[src/rtl/calc_display.sv]
// Signed 32-bit value to 8-digit multiplexed seven-segment display.
// A serial double-dabble converter updates the digit registers; a free-running scanner drives an/seg.
module calc_display #(
    parameter int unsigned REFRESH_DIV = 100000
) (
    input  logic        clk,
    input  logic        rst,
    input  logic [31:0] value,
    output logic [7:0]  an,
    output logic [6:0]  seg,
    output logic        busy,
    output logic        ovf
);

    localparam int unsigned CNT_W  = (REFRESH_DIV > 1) ? $clog2(REFRESH_DIV) : 1;
    localparam int unsigned BCD_W  = 40;
    localparam int unsigned BITS_W = 5;

    // Internal digit codes; 0..9 are decimal digits
    localparam logic [3:0] C_MINUS = 4'd10;
    localparam logic [3:0] C_E     = 4'd11;
    localparam logic [3:0] C_R     = 4'd12;
    localparam logic [3:0] C_BLANK = 4'd15;

    typedef enum logic [1:0] {
        IDLE,
        CONVERT,
        COMMIT
    } state_t;

    state_t              state_q, state_d;
    logic [31:0]         cap_q, cap_d;
    logic [31:0]         shown_q, shown_d;
    logic [31:0]         sh_q, sh_d;
    logic [BCD_W-1:0]    bcd_q, bcd_d;
    logic [BITS_W-1:0]   bit_q, bit_d;
    logic [7:0][3:0]     dig_q, dig_d;
    logic                ovf_q, ovf_d;
    logic                busy_q, busy_d;
    logic [CNT_W-1:0]    cnt_q, cnt_d;
    logic [2:0]          idx_q, idx_d;
    logic [7:0]          an_q, an_d;
    logic [6:0]          seg_q, seg_d;
    logic [BCD_W-1:0]    adj;
    logic                seen;
    logic                placed;

    function automatic logic [6:0] encode(input logic [3:0] c);
        case (c)
            4'd0:    return 7'b1000000;
            4'd1:    return 7'b1111001;
            4'd2:    return 7'b0100100;
            4'd3:    return 7'b0110000;
            4'd4:    return 7'b0011001;
            4'd5:    return 7'b0010010;
            4'd6:    return 7'b0000010;
            4'd7:    return 7'b1111000;
            4'd8:    return 7'b0000000;
            4'd9:    return 7'b0010000;
            C_MINUS: return 7'b0111111;
            C_E:     return 7'b0000110;
            C_R:     return 7'b0101111;
            default: return 7'b1111111;
        endcase
    endfunction

    // Conversion FSM: capture, 32 double-dabble steps, then commit to the digit registers
    always_comb begin
        state_d = state_q;
        cap_d   = cap_q;
        shown_d = shown_q;
        sh_d    = sh_q;
        bcd_d   = bcd_q;
        bit_d   = bit_q;
        dig_d   = dig_q;
        ovf_d   = ovf_q;
        adj     = bcd_q;
        seen    = 1'b0;
        placed  = 1'b0;

        case (state_q)
            IDLE: begin
                if (value != shown_q) begin
                    cap_d   = value;
                    sh_d    = value[31] ? 32'(-value) : value;
                    bcd_d   = '0;
                    bit_d   = '0;
                    state_d = CONVERT;
                end
            end
            CONVERT: begin
                for (int i = 0; i < 10; i++) begin
                    if (adj[4*i +: 4] >= 4'd5) begin
                        adj[4*i +: 4] = adj[4*i +: 4] + 4'd3;
                    end
                end
                bcd_d = {adj[BCD_W-2:0], sh_q[31]};
                sh_d  = {sh_q[30:0], 1'b0};
                bit_d = bit_q + BITS_W'(1);
                if (bit_q == BITS_W'(31)) begin
                    state_d = COMMIT;
                end
            end
            COMMIT: begin
                state_d = IDLE;
                shown_d = cap_q;
                // Any non-zero digit from position 7 upward means more than 9999999
                if (bcd_q[BCD_W-1:28] != '0) begin
                    ovf_d = 1'b1;
                    for (int i = 0; i < 8; i++) begin
                        dig_d[i] = C_BLANK;
                    end
                    dig_d[2] = C_E;
                    dig_d[1] = C_R;
                    dig_d[0] = C_R;
                end else begin
                    ovf_d = 1'b0;
                    for (int i = 7; i >= 0; i--) begin
                        if (i == 0 || seen || bcd_q[4*i +: 4] != 4'd0) begin
                            dig_d[i] = bcd_q[4*i +: 4];
                            seen     = 1'b1;
                        end else begin
                            dig_d[i] = C_BLANK;
                        end
                    end
                    // Sign goes on the first blank position left of the number
                    if (cap_q[31]) begin
                        for (int i = 1; i < 8; i++) begin
                            if (!placed && dig_d[i] == C_BLANK) begin
                                dig_d[i] = C_MINUS;
                                placed   = 1'b1;
                            end
                        end
                    end
                end
            end
            default: state_d = IDLE;
        endcase

        busy_d = (state_d != IDLE);
    end

    // Scanner: next index and the registered anode/segment values aligned to it
    always_comb begin
        cnt_d = cnt_q + CNT_W'(1);
        idx_d = idx_q;
        if (cnt_q == CNT_W'(REFRESH_DIV - 1)) begin
            cnt_d = '0;
            idx_d = idx_q + 3'd1;
        end
        an_d  = ~(8'b1 << idx_d);
        seg_d = encode(dig_d[idx_d]);
    end

    always_ff @(posedge clk) begin
        if (rst) begin
            state_q <= IDLE;
            cap_q   <= '0;
            shown_q <= '0;
            sh_q    <= '0;
            bcd_q   <= '0;
            bit_q   <= '0;
            dig_q   <= {{7{C_BLANK}}, 4'd0};
            ovf_q   <= 1'b0;
            busy_q  <= 1'b0;
            cnt_q   <= '0;
            idx_q   <= '0;
            an_q    <= 8'b1111_1110;
            seg_q   <= 7'b1000000;
        end else begin
            state_q <= state_d;
            cap_q   <= cap_d;
            shown_q <= shown_d;
            sh_q    <= sh_d;
            bcd_q   <= bcd_d;
            bit_q   <= bit_d;
            dig_q   <= dig_d;
            ovf_q   <= ovf_d;
            busy_q  <= busy_d;
            cnt_q   <= cnt_d;
            idx_q   <= idx_d;
            an_q    <= an_d;
            seg_q   <= seg_d;
        end
    end

    assign an   = an_q;
    assign seg  = seg_q;
    assign busy = busy_q;
    assign ovf  = ovf_q;

endmodule

[config.mk]
export PLATFORM = sky130hd
export DESIGN_NAME = calc_display
export DESIGN_NICKNAME = d
export VERILOG_FILES = /design/src/rtl/calc_display.sv
export SDC_FILE = /design/constraint.sdc
export NUM_CORES = 1
export LEC_CHECK = 0
export ABC_CLOCK_PERIOD_IN_PS = 3700
export BUFFER_PORTS_ARGS = -buffer_cell sky130_fd_sc_hd__buf_2
export CORE_UTILIZATION = 25
export CTS_CLUSTER_DIAMETER = 60
export DETAILED_ROUTE_END_ITERATION = 10
export GPL_ROUTABILITY_DRIVEN = 0
export SETUP_SLACK_MARGIN = 0.5
export SLEW_MARGIN = 0
export SYNTH_ARGS = -nofsm -noshare
export SYNTH_HDL_FRONTEND = slang
export SYNTH_SLANG_ARGS = --single-unit
[constraint.sdc]
create_clock -name clk -period 3.7 [get_ports clk]
set_input_delay 0.185 -clock clk [delete_from_list [all_inputs] [get_ports clk]]
set_output_delay 0.185 -clock clk [all_outputs]
set_load 0.1 [all_outputs]
==> Word-level counts from Yosys, hierarchy flattened <==
Memory sizes are Yosys's and may differ from the RTL's. A register that Yosys moved wholly into a read port is not among the register bits.
Cells that the tools add are included.
{ "word_totals": {"regBits": 205, "romBits": 112, "input_bits": 34, "out_inout_bits": 17, "elab_cells": 189, "memories": 1} }
{ "classes": {"add_sub_neg": 14, "magnitude_cmp": 11, "eq_ne": 13, "shift": 1, "mux": 97, "n_bitwise": 1, "reduce_logical": 32} }
{ "mem_list": {"columns": ["name", "depth", "width", "rd", "rd_ports_with_merged_regs", "write_ports", "line", "source"], "rows": [
  ["(no name shown)", 16, 7, 1, 1, 0, "49", "case (c)"]
]} }
{ "ops": {"columns": ["operator", "n"], "rows": [
  ["4-bit two-way mux", 38],
  ["32-bit two-way mux", 4],
  ["40-bit case mux with 2 select lines", 1],
  ["32-bit case mux with 2 select lines", 1],
  ["1-bit two-way mux", 43],
  ["4-bit by 3-bit greater-or-equal comparator with 1-bit output (second input constant)", 10],
  ["40-bit two-way mux", 1],
  ["4-bit by 2-bit adder with 4-bit output (second input constant)", 9],
  ["32-bit inequality test", 1],
  ["32-bit negation", 1],
  ["4-bit equality test (second input constant)", 7],
  ["28-bit two-way mux", 1],
  ["4-bit nonzero test", 7],
  ["17-bit by 1-bit adder with 17-bit output (second input constant)", 1],
  ["17-bit equality test (second input constant)", 1],
  ["4-bit binary-select mux with 3-bit select", 1],
  ["12-bit nonzero test", 1],
  ["5-bit case mux with 2 select lines", 1],
  ["8-bit NOT", 1],
  ["1-bit by 3-bit left shift with 8-bit output (first input constant)", 1],
  ["1-bit logical AND", 6],
  ["1-bit logical NOT", 6],
  ["1-bit logical OR", 6],
  ["3-bit two-way mux", 2],
  ["15 further kinds", 18]
]} }

==> Logic depth before layout (Yosys ltp) <==
{ "logic_depth": {"word_depth": 71, "mapped_depth": 16, "depth_no_buf": 14} }

==> Worst setup path before layout <==
No wires, ideal clock.
{ "synth_timing": {"path_kind": "flip-flop to flip-flop", "startpoint": "register bcd_q[28]", "endpoint": "register seg_q[6] (netlist: seg[6])", "setup_ns": 0.122, "t_arrival_ns": 3.412, "required_time_ns": 3.578, "path_slack_ns": 0.166, "path_stages_with_launch": 14, "n_path_buf": 1, "synth_period_minus_slack_ns": 3.534, "cell_sequence": "dfxtp_1 > inv_1 > ha_1 > or3b_1 > buf_6 > or4b_2 > a2111oi_1 > nor4_1 > a2111oi_0 > a22oi_1 > inv_1 > ha_1 > mux2i_1 > a221o_1"} }
{ "synth_between": {"elab_chain_len": 71, "word_cells_on_any_way": 102, "classes_between": "eq/ne (7); mux (75); reduce/logical (20)"} }
{ "synth_rtl": {"columns": ["element", "line", "source"], "rows": [
  ["from (decl)", "35", "logic [BCD_W-1:0] bcd_q, bcd_d;"],
  ["from (signal assigned)", "161", "bcd_q <= '0;"],
  ["from (signal assigned)", "175", "bcd_q <= bcd_d;"],
  ["4-bit nonzero test", "119", "if (i == 0 || seen || bcd_q[4*i +: 4] != 4'd0) begin"],
  ["1-bit two-way mux", "119", null],
  ["1-bit two-way mux", "108", "if (bcd_q[BCD_W-1:28] != '0) begin"],
  ["1-bit two-way mux", "81", "case (state_q)"],
  ["1-bit logical OR", "119", null],
  ["1-bit two-way mux", "119", null],
  ["1-bit two-way mux", "108", null],
  ["1-bit two-way mux", "81", null],
  ["[55 not listed]", null, null],
  ["1-bit logical NOT", "129", "if (!placed && dig_d[i] == C_BLANK) begin"],
  ["1-bit logical AND", "129", null],
  ["4-bit two-way mux", "129", null],
  ["28-bit two-way mux", "127", "if (cap_q[31]) begin"],
  ["32-bit two-way mux *", "108", null],
  ["32-bit two-way mux *", "81", null],
  ["4-bit binary-select mux with 3-bit select *", "152", "seg_d = encode(dig_d[idx_d]);"],
  ["4-bit two-way mux (not written as such) *", "152", null],
  ["to (decl)", "43", "logic [6:0] seg_q, seg_d;"]
]} }
Every way passes the cells marked *; elsewhere a longest branch is shown, timed or not. The select of a mux whose other input is x is not followed.
A chain may end at the register's enable or synchronous reset.

==> Worst setup path after layout <==
{ "layout_timing": {"startpoint": "register bcd_q[24]", "endpoint": "register seg_q[4] (netlist: seg[4])"} }
{ "layout_between": {"elab_chain_len": 68, "word_cells_on_any_way": 94, "classes_between": "eq/ne (6); mux (69); reduce/logical (19)"} }
{ "layout_rtl": {"columns": ["element", "line"], "rows": [
  ["4-bit nonzero test", "119"],
  ["1-bit logical OR", "119"],
  ["1-bit two-way mux", "119"],
  ["1-bit two-way mux", "108"],
  ["1-bit two-way mux", "81"],
  ["1-bit logical OR", "119"],
  ["1-bit two-way mux", "119"],
  ["1-bit two-way mux", "108"],
  ["[52 not listed]", null],
  ["1-bit logical NOT", "129"],
  ["1-bit logical AND", "129"],
  ["4-bit two-way mux", "129"],
  ["28-bit two-way mux *", "127"],
  ["32-bit two-way mux *", "108"],
  ["32-bit two-way mux *", "81"],
  ["4-bit binary-select mux with 3-bit select *", "152"],
  ["4-bit two-way mux (not written as such) *", "152"]
]} }
Marks and branches as above.

==> results.tsv <==
stage	metric	value	unit
placement	port_buffers	50	
synth	synthFlopType	dfxtp_1	
hold_path	hold_depth	2	
route	drtAntennaViolNets	0	
synth	synth_top_family_by_area	simple AND/OR/NAND/NOR gates	
route	first_pass_iters	5	
sta	clock_skew	0.01900	ns
sta	rsz0062_at_grt	yes	
die	die_area	43730	um^2
synth	synth-xor-area-share	7.105	%
sta	worst_pin_slew	0.8227	ns
route	drtIter0Drc	523	
worst_setup_path	worst-r2r-cell-count	14	
route	drc	0	
placement	place_inst	1889	
synth	syn-cell-area	10730	um^2
clock_network	clk_pin_slew	0.06	ns
hold_path	hp-start	rst	
global_routing	grt_pass1_vias	9379	
flow_run	max_cap_violations	0	
sta	setup_viol	0	
clock_network	insertion_delay	0.54	ns
sta	fin_crit_sh	91.69	%
synth	synthMuxAreaShare	1.435	%
worst_setup_path	regToRegEndpoint	seg[4]	
worst_setup_path	required	4.09	ns
die	initial_core_util	25.46	%
synth	synthTopCellsByCount	nand2_1 (246), dfxtp_1 (212), a21oi_1 (128)	
synth	synth_area_leader_cell	dfxtp_1	
synth	yosys_warnings	0	
die	core	42130	um^2
worst_setup_path	startpoint_type	flop	
sta	hold_slack	0.1229	ns
synth	syn_nets	1431	
worst_setup_path	path_class	flop to flop	
die	dieWidth	209.1	um
synth	avgSynthCellArea	7.898	um^2
route	num_vias	9901	
worst_setup_path	r2r_slack	0.31	ns
synth	ys_seq_area_share	39.57	%
finish	syn2layout_area_growth	24.67	%
route	viasPerCell	4.973	
worst_setup_path	reg2reg_from	bcd_q[24]	
worst_setup_path	crit_chain	inv_4 -> ha_4 -> or3b_4 -> buf_6 -> or4_4 -> nand2_2 -> o22ai_2 -> o2111a_1 -> a22oi_2 -> nand2_2 -> buf_12 -> ha_4 -> mux2i_1 -> a211oi_2	
power	leakagePower	4.827	nW
clock_network	cts_sinks	212	
sta	hold_viol	0	
run_status	outcome	finished clean	
sta	fin_ws	0.3073	ns
synth	synth-edff-count	0	
synth	synthCells	1358	
hold_path	whs_endpoint	idx_q[1]	
sta	setup_tns	0	ns
placement	hpwl	19.25	mm
worst_setup_path	slowest_stage	or4_4	
synth	synth-compound-area-share	18.42	%
route	drt-wirelength-per-cell	14.77	um
sta	slew_headroom	45.15	%
sta	max_freq	0.2948	GHz
die	rows	75	
finish	antenna_cells	0	
global_routing	grt_use_total	13.08	%
route	drt_wl_total	29.41	mm
finish	fill_cells	4329	
power	power_density	380.7	nW/um^2
clock_network	clk_path_buf_depth	3	
sta	period_minus_slack	3.393	ns
finish	instances_no_fill	1991	
synth	synth_fa_ha_area_share	4.550	%
finish	drive_above_1_share	17.56	%
clock_network	cts_tree	built	
global_routing	grt-ovfl-total	0	
finish	final_nets	1511	
worst_setup_path	crit_start	bcd_q[24]	
synth	ys_types	71	
placement	pre_cts_slack	0.01111	ns
power	totalPowerFinal	5.091	mW
power	ir_drop	0.3055	mV
global_routing	grt_max_degree	80	
synth	synth-async-reset-ratio	0	%
synth	ys_seq_elements	212	
die	ios	51	
die	die_y	209.1	um
hold_path	hold_path_class	input pin to flop	
synth	yosysTopAreaCellShare	39.57	%
global_routing	antenna_found_initial	0	
global_routing	grt_pass1_wl	47.84	mm
clock_network	cts_buffers	23	
synth	synth.area.top_cells	dfxtp_1 (40%), nand2_1 (8.6%), a21oi_1 (6.0%)	
worst_setup_path	arrival	3.78	ns
synth	synthSimpleGateAreaFrac	24.08	%
sta	drv_slew	0	
clock_network	root_buffer	clkbuf_16	
clock_network	htreeDepth	1	
worst_setup_path	worst_path_largest_cell_delay	0.61	ns
worst_setup_path	cp-end-kind	flop	
worst_setup_path	critPathMaxFanout	7	
synth	yosysMostFrequentCell	nand2_1	
==> cell families after synthesis <==
family / count (synthesis)
DFF: 212
muxes: 15
buffers and inverters: 131
adders and majority gates: 39
AOI/OAI and AO/OA: 315
and+or+nand+nor: 559
xor gates and xnor gates: 87
==> flip-flops by register name (all words and copies together), names as in the netlist <==
signal / cells
shown_q: 32
dig_q: 32
sh_q: 32
cnt_q: 17
state_q: 2
ovf: 1
bcd_q: 40
cap_q: 32
bit_q: 5
seg: 7
idx_q: 3
an: 8
busy: 1
==> power breakdown <==
group	internal, mW	switching, mW	leakage [nW]	total (mW)
Clock	1.44	0.971	0.385	2.41
Combinational	0.122	0.202	2.71	0.324
Sequential	2.33	0.0285	1.73	2.36
==> cell type report <==
type	instances	area (um^2)	area share, %
Multi-Input combinational cell	1015	6381	47.72
Sequential cell	212	4267	31.91
Timing Repair Buffer	155	1146	8.571
Tap cell	539	674.4	5.044
Clock buffer	31	645.6	4.828
Clock inverter	8	133.9	1.001
Inverter	31	123.9	0.9264
==> metrics by stage <==
step | util (%) | instance area [um^2]
after floorplan | - | 10830
after global placement | 27.73 | 11690
after detailed placement | 27.73 | 11690
after CTS | 31.01 | 13060
after global routing | 31.74 | 13370
final | 31.74 | 13370
==> how the worst max path moves through the flow <==
stage	to	slack, ns	cells past startpoint
after CTS	seg[6]	0.27	12
after floorplan	seg[4]	0.44	15
after detailed placement	seg[6]	0.01	12
final	seg[4]	0.31	14
after global placement	seg[6]	0.13	12
after global routing	seg[6]	0.18	13
==> metal layers <==
metal	wire, um	vias to the layer above	GRT usage, %
met5	0	-	0
met3	1366	55	2.329
met4	667	0	2.814
li1	-	4890	-
met2	13840	227	22.15
met1	13540	4729	17.24
==> placed cells by master, fill, tap and decap left out, types with 6 or more instances in the layout <==
cell type | Yosys | layout
or2_2 | 10 | 10
a211oi_1 | 9 | 7
xor2_1 | 36 | 36
inv_1 | 30 | 19
inv_2 | 1 | 9
nor4_1 | 14 | 8
ha_4 | 0 | 8
o21ai_0 | 59 | 56
a22oi_1 | 10 | 8
a221oi_1 | 13 | 9
or3_1 | 12 | 12
clkbuf_16 | 0 | 23
buf_2 | 1 | 49
buf_4 | 1 | 70
xnor2_1 | 51 | 51
a31oi_1 | 32 | 32
a21oi_1 | 128 | 127
nand3_1 | 64 | 64
nand2_1 | 246 | 243
o31ai_1 | 13 | 11
dfxtp_1 | 212 | 204
mux2i_1 | 12 | 8
nor2_1 | 95 | 94
o22ai_1 | 7 | 6
and3_1 | 9 | 9
ha_1 | 39 | 31
nand4_1 | 21 | 21
nand2b_1 | 24 | 22
dlygate4sd3_1 | 0 | 31
nor3_1 | 30 | 29
==> critical path, delay by kind of cell (launching register included) <==
family                     cells  cell delay, ns
muxes                          1            0.20
DFF                            1            0.35
AOI/OAI and AO/OA              4            0.75
buffers and inverters          3            0.35
adders and majority gates      2            0.36
and+or+nand+nor                4            1.25
==> repair_timing <==
item,4_1_cts,5_1_grt
resized for setup,35,40
endpoints found under the setup margin,7,7
buffers inserted,19,13
pin swaps,12,27
hold endpoints to repair,32,0
hold buffers,31,0
Power figures use the tool's default switching activity.
